--- src/rtl/rr_stream_mux.sv ---
// rr_stream_mux: N-channel valid/ready stream multiplexer with a registered
// output stage. Channel selection is either manual (sel) or round-robin
// among requesting channels. Also counts accepted input beats.
module rr_stream_mux #(
    parameter int WIDTH  = 4,
    parameter int NUM_CH = 4,
    parameter int SEL_W  = $clog2(NUM_CH)
) (
    input  logic                    clk,
    input  logic                    rst_n,
    input  logic [NUM_CH*WIDTH-1:0] in_data,
    input  logic [NUM_CH-1:0]       in_valid,
    output logic [NUM_CH-1:0]       in_ready,
    input  logic                    mode,
    input  logic [SEL_W-1:0]        sel,
    output logic [WIDTH-1:0]        out_data,
    output logic [SEL_W-1:0]        out_ch,
    output logic                    out_valid,
    input  logic                    out_ready,
    output logic [15:0]             xfer_cnt
);

    logic [WIDTH-1:0] out_data_q, out_data_d;
    logic [SEL_W-1:0] out_ch_q,   out_ch_d;
    logic             out_valid_q, out_valid_d;
    logic [15:0]      xfer_cnt_q, xfer_cnt_d;
    logic [SEL_W-1:0] ptr_q,      ptr_d;

    logic             load;
    logic             grant_valid;
    logic [SEL_W-1:0] grant_idx;
    logic             xfer;
    logic [WIDTH-1:0] grant_data;

    // The output register may accept a new beat when empty or being drained.
    assign load = ~out_valid_q | out_ready;

    // Grant selection: manual looks only at the selected channel's valid;
    // round-robin takes the first valid channel at or after ptr, wrapping.
    always_comb begin
        int idx;
        grant_valid = 1'b0;
        grant_idx   = '0;
        idx         = 0;
        if (!mode) begin
            for (int i = 0; i < NUM_CH; i++) begin
                if (sel == SEL_W'(i) && in_valid[i]) begin
                    grant_valid = 1'b1;
                    grant_idx   = SEL_W'(i);
                end
            end
        end else begin
            // Walk from the farthest candidate back to ptr so the closest
            // requesting channel is the one that sticks.
            for (int k = NUM_CH - 1; k >= 0; k--) begin
                idx = int'(ptr_q) + k;
                if (idx >= NUM_CH) begin
                    idx = idx - NUM_CH;
                end
                if (in_valid[idx]) begin
                    grant_valid = 1'b1;
                    grant_idx   = SEL_W'(idx);
                end
            end
        end
    end

    // Ready is one-hot on the granted channel, and forced low during reset.
    always_comb begin
        in_ready = '0;
        for (int i = 0; i < NUM_CH; i++) begin
            in_ready[i] = rst_n & load & grant_valid & (grant_idx == SEL_W'(i));
        end
    end

    // Only the granted channel's data is routed, so other lanes never leak.
    always_comb begin
        grant_data = '0;
        for (int i = 0; i < NUM_CH; i++) begin
            if (grant_valid && grant_idx == SEL_W'(i)) begin
                grant_data = in_data[i*WIDTH +: WIDTH];
            end
        end
    end

    assign xfer = |(in_ready & in_valid);

    // Next-state for output register, beat counter and round-robin pointer.
    always_comb begin
        int nxt;
        out_data_d  = out_data_q;
        out_ch_d    = out_ch_q;
        out_valid_d = out_valid_q;
        xfer_cnt_d  = xfer_cnt_q;
        ptr_d       = ptr_q;
        nxt         = int'(grant_idx) + 1;
        if (nxt >= NUM_CH) begin
            nxt = 0;
        end
        if (xfer) begin
            out_data_d  = grant_data;
            out_ch_d    = grant_idx;
            out_valid_d = 1'b1;
            xfer_cnt_d  = xfer_cnt_q + 16'd1;
            if (mode) begin
                ptr_d = SEL_W'(nxt);
            end
        end else if (out_ready) begin
            out_valid_d = 1'b0;
        end
    end

    // State registers with synchronous active-low reset.
    always_ff @(posedge clk) begin
        if (!rst_n) begin
            out_data_q  <= '0;
            out_ch_q    <= '0;
            out_valid_q <= 1'b0;
            xfer_cnt_q  <= '0;
            ptr_q       <= '0;
        end else begin
            out_data_q  <= out_data_d;
            out_ch_q    <= out_ch_d;
            out_valid_q <= out_valid_d;
            xfer_cnt_q  <= xfer_cnt_d;
            ptr_q       <= ptr_d;
        end
    end

    assign out_data  = out_data_q;
    assign out_ch    = out_ch_q;
    assign out_valid = out_valid_q;
    assign xfer_cnt  = xfer_cnt_q;

endmodule

--- config.mk ---
export PLATFORM = sky130hd
export DESIGN_NAME = rr_stream_mux
export DESIGN_NICKNAME = d
export VERILOG_FILES = /design/src/rtl/rr_stream_mux.sv
export SDC_FILE = /design/constraint.sdc
export NUM_CORES = 1
export LEC_CHECK = 0
export BUFFER_PORTS_ARGS = -buffer_cell sky130_fd_sc_hd__buf_2
export CAP_MARGIN = 20
export CORE_MARGIN = 1
export CORE_UTILIZATION = 53
export DETAILED_ROUTE_END_ITERATION = 10
export PLACE_DENSITY = 0.87
export SLEW_MARGIN = 5
export SYNTH_ARGS = -nofsm -noshare
export SYNTH_HDL_FRONTEND = slang
export SYNTH_SLANG_ARGS = --single-unit
export TNS_END_PERCENT = 50
--- constraint.sdc ---
create_clock -name clk -period 8 [get_ports clk]
set_clock_uncertainty 0.05 [all_clocks]
set_input_delay 0.8 -clock clk [delete_from_list [all_inputs] [get_ports clk]]
set_output_delay 0.8 -clock clk [all_outputs]
set_load 0.03 [all_outputs]
==> results.ini <==
[sta]
hold_violations=0
fmax_ghz=0.2680
max_slew_margin_pct=61.05
fin_hold_ws_ps=414.0
fin_crit_ps=3732
fin_crit_sh_pct=46.65
finalMaxSlewViolations=0
worst_pin_slew_ps=580.7
setup_viol=0
setup_ws_ps=4268
fin_setup_tns_ps=0
rsz0062_at_grt=no

[critical_path]
arrival_ps=3940
crit_path_end_kind=flip-flop
worstPathCellList=buf_2 > inv_1 > a221oi_1 > o22ai_1 > mux2_2 > inv_1 > ha_1 > a22oi_1 > a211oi_1 > and3_1 > and4_1 > mux2i_1
critPathTopFamily=compound AO/OA/AOI/OAI gates
crit_fanout=16
crit_slowest_cell=and3_1
reg2reg_slack_ps=4500
path_class=in2reg
critPathBufInv=3
start_kind=input pin
crit_top_cell=inv_1
critical_path.max_stage_delay_ps=570
cp.required_ps=8210

[floorplan]
die_y_um=55.09
ios=53
die-area_um2=3035
initial_core_util_pct=58.19
chipWidth_um=55.09
coreArea_um2=2567
fp-row-count=18

[global_routing]
gr-total-overflow=0
grt_max_degree=19
grt_pass1_vias=1132
grt_usage_pct=22.00
antenna_found_initial=0
grt_pass1_wl_um=4836

[pwr]
combPwrFrac_pct=26.8
seq_power_share_pct=51.6
internal-power_w=0.0001754
power_density_nw_per_um2=144.5
irDropWorstVdd_uv=138.6
p_leak_nw=0.7923
p_sw_w=0.00008199
clkPwrFrac_pct=21.6
switching_share_pct=31.85

[synth]
synth_edf_count=0
seq_area_frac_synth_pct=33.50
syn_inst=184
ys_top_cells_by_area=dfxtp_1 (34%), a21oi_1 (7.0%), nand2_1 (5.3%), mux2i_1 (4.7%), nor2_1 (4.3%)
yosys_register_bits=25
yosys.area.top_type=dfxtp_1
syn_area_per_cell_um2=8.119
syn-num-nets=215
synthesis.area_um2=1494
netlist-cell-type-count=42
synth_top_area_share_pct=33.50
synthFlopType=dfxtp_1
yosysMostFrequentCell=dfxtp_1
netlist_top_cells_count=dfxtp_1 (25), a21oi_1 (21), nand2_1 (21), nor2_1 (17)
ys_warn_count=0
async_flop_share_pct=0

[flow_run]
maxCapViolCount=0

[placement]
hpwlAfterDp_um=2512
place_congestion=0.8482
post-place-ws_ps=4033
dp_cells=259
io_buffers=52

[finish]
instances_no_fill=263
multi_input_area_um2=915.9
area_delta_synth_final_pct=19.26
drive_gt1_share_pct=27.47
n_fill_cell=227
diodes=0
layout.nets=265
seqCellArea_um2=500.5

[cts]
cts-root-buf=clkbuf_4
numCtsBuffers=3
cts_hold_buf=0
cts.sink_count=25
htree_levels=1
clk_latency_ps=320
clk_pin_slew_worst_paths_ps=130
post_cts_buffers=0
postCtsResizedCells=0
clock_path_buffers=2
cts_tree=done

[routing]
drt_iter0_drc=26
vias=1496
route.detailed.drc=0
final_antenna_net_count=0
wirelength_um=3305
drt-pass1-iter-count=5
viasPerCell=5.688
wl_per_cell_um=12.57

[status]
status=finished, final reports clean

[min_path]
hold_class=reg2reg

-- cells by family (layout without fill, tap and decap cells) --
group / count (synthesis) / count (layout) / share of synthesized area [%]
and+or+nand+nor: 75 / 75 / 26.88
xor gates and xnor gates: 5 / 5 / 2.931
muxes: 8 / 8 / 5.444
DFF: 25 / 25 / 33.50
buffers and inverters: 18 / 67 / 5.192
AOI/OAI and AO/OA: 48 / 48 / 21.86
adders and majority gates: 5 / 5 / 4.188
-- layout make-up --
| cell class | instances | share of cell area (%) |
|---|---|---|
| Multi-Input combinational cell | 141 | 51.40 |
| Sequential cell | 25 | 28.09 |
| Timing Repair Buffer | 52 | 14.61 |
| Inverter | 11 | 2.317 |
| Tap cell | 30 | 2.107 |
| Clock buffer | 4 | 1.475 |
-- cells in the final DEF, fill, tap and decap left out, types with 2 or more instances in the layout --
master,Yosys,routed
buf_2,2,52
dfxtp_1,25,25
a21oi_1,21,21
nand2_1,21,21
nor2_1,17,17
o21ai_0,10,10
inv_1,10,10
mux2i_1,7,7
and3_1,7,7
nand3_1,6,6
ha_1,5,5
nand3b_1,4,4
a2bb2oi_1,4,4
or3_1,4,4
xor2_1,4,4
clkbuf_4,0,3
a221oi_1,2,2
nor2b_1,2,2
nor4_1,2,2
and4_1,2,2
nand4_1,2,2
o31ai_1,2,2
or4_1,2,2
-- worst reg2reg max path, stage by stage, from the launching register on --
cell	delay (ps)
dfxtp_1	400
inv_1	70
a221oi_1	260
o22ai_1	160
mux2_2	330
inv_1	90
ha_1	320
a22oi_1	200
a211oi_1	530
and3_1	570
and4_1	290
mux2i_1	180
-- sequential cells by signal (all words and copies together), names as in the netlist --
name,flops
out_ch,2
xfer_cnt,16
ptr_q,2
out_valid,1
out_data,4
-- path summary, 6_finish.rpt --
check               start           end  cells after the start
min          xfer_cnt[15]  xfer_cnt[15]                      1
max           in_valid[1]   xfer_cnt[3]                     12
min reg2reg  xfer_cnt[15]  xfer_cnt[15]                      1
max reg2reg      ptr_q[0]   xfer_cnt[3]                     11
-- stage by stage --
stage / utilization [%] / power (W) / area [um^2]
floorplan: - / 0.0001851 / 1494
global placement: 68.37 / 0.0002034 / 1755
detailed placement: 68.37 / 0.0002041 / 1755
CTS: 69.40 / 0.0002582 / 1782
global route: 69.40 / 0.0002697 / 1782
finish: 69.40 / 0.0002574 / 1782
-- power groups by stage --
stage,combinational [W],clock (W),sequential [W]
after floorplan,0.0000412,0,0.000144
after global placement,0.0000677,0,0.000136
after detailed placement,0.0000683,0,0.000136
after CTS,0.0000686,0.0000566,0.000133
after global routing,0.0000760,0.0000602,0.000134
final,0.0000689,0.0000556,0.000133
-- layer usage --
metal  vias up  routed length [um]  GRT usage [%]
met3         2                 221          6.011
met5         -                   0              0
met1       679                1580          27.84
li1        765                   -              -
met4         0                  19          5.417
met2        50                1484          36.75
No activity file was read; power rests on OpenSTA's default activity.
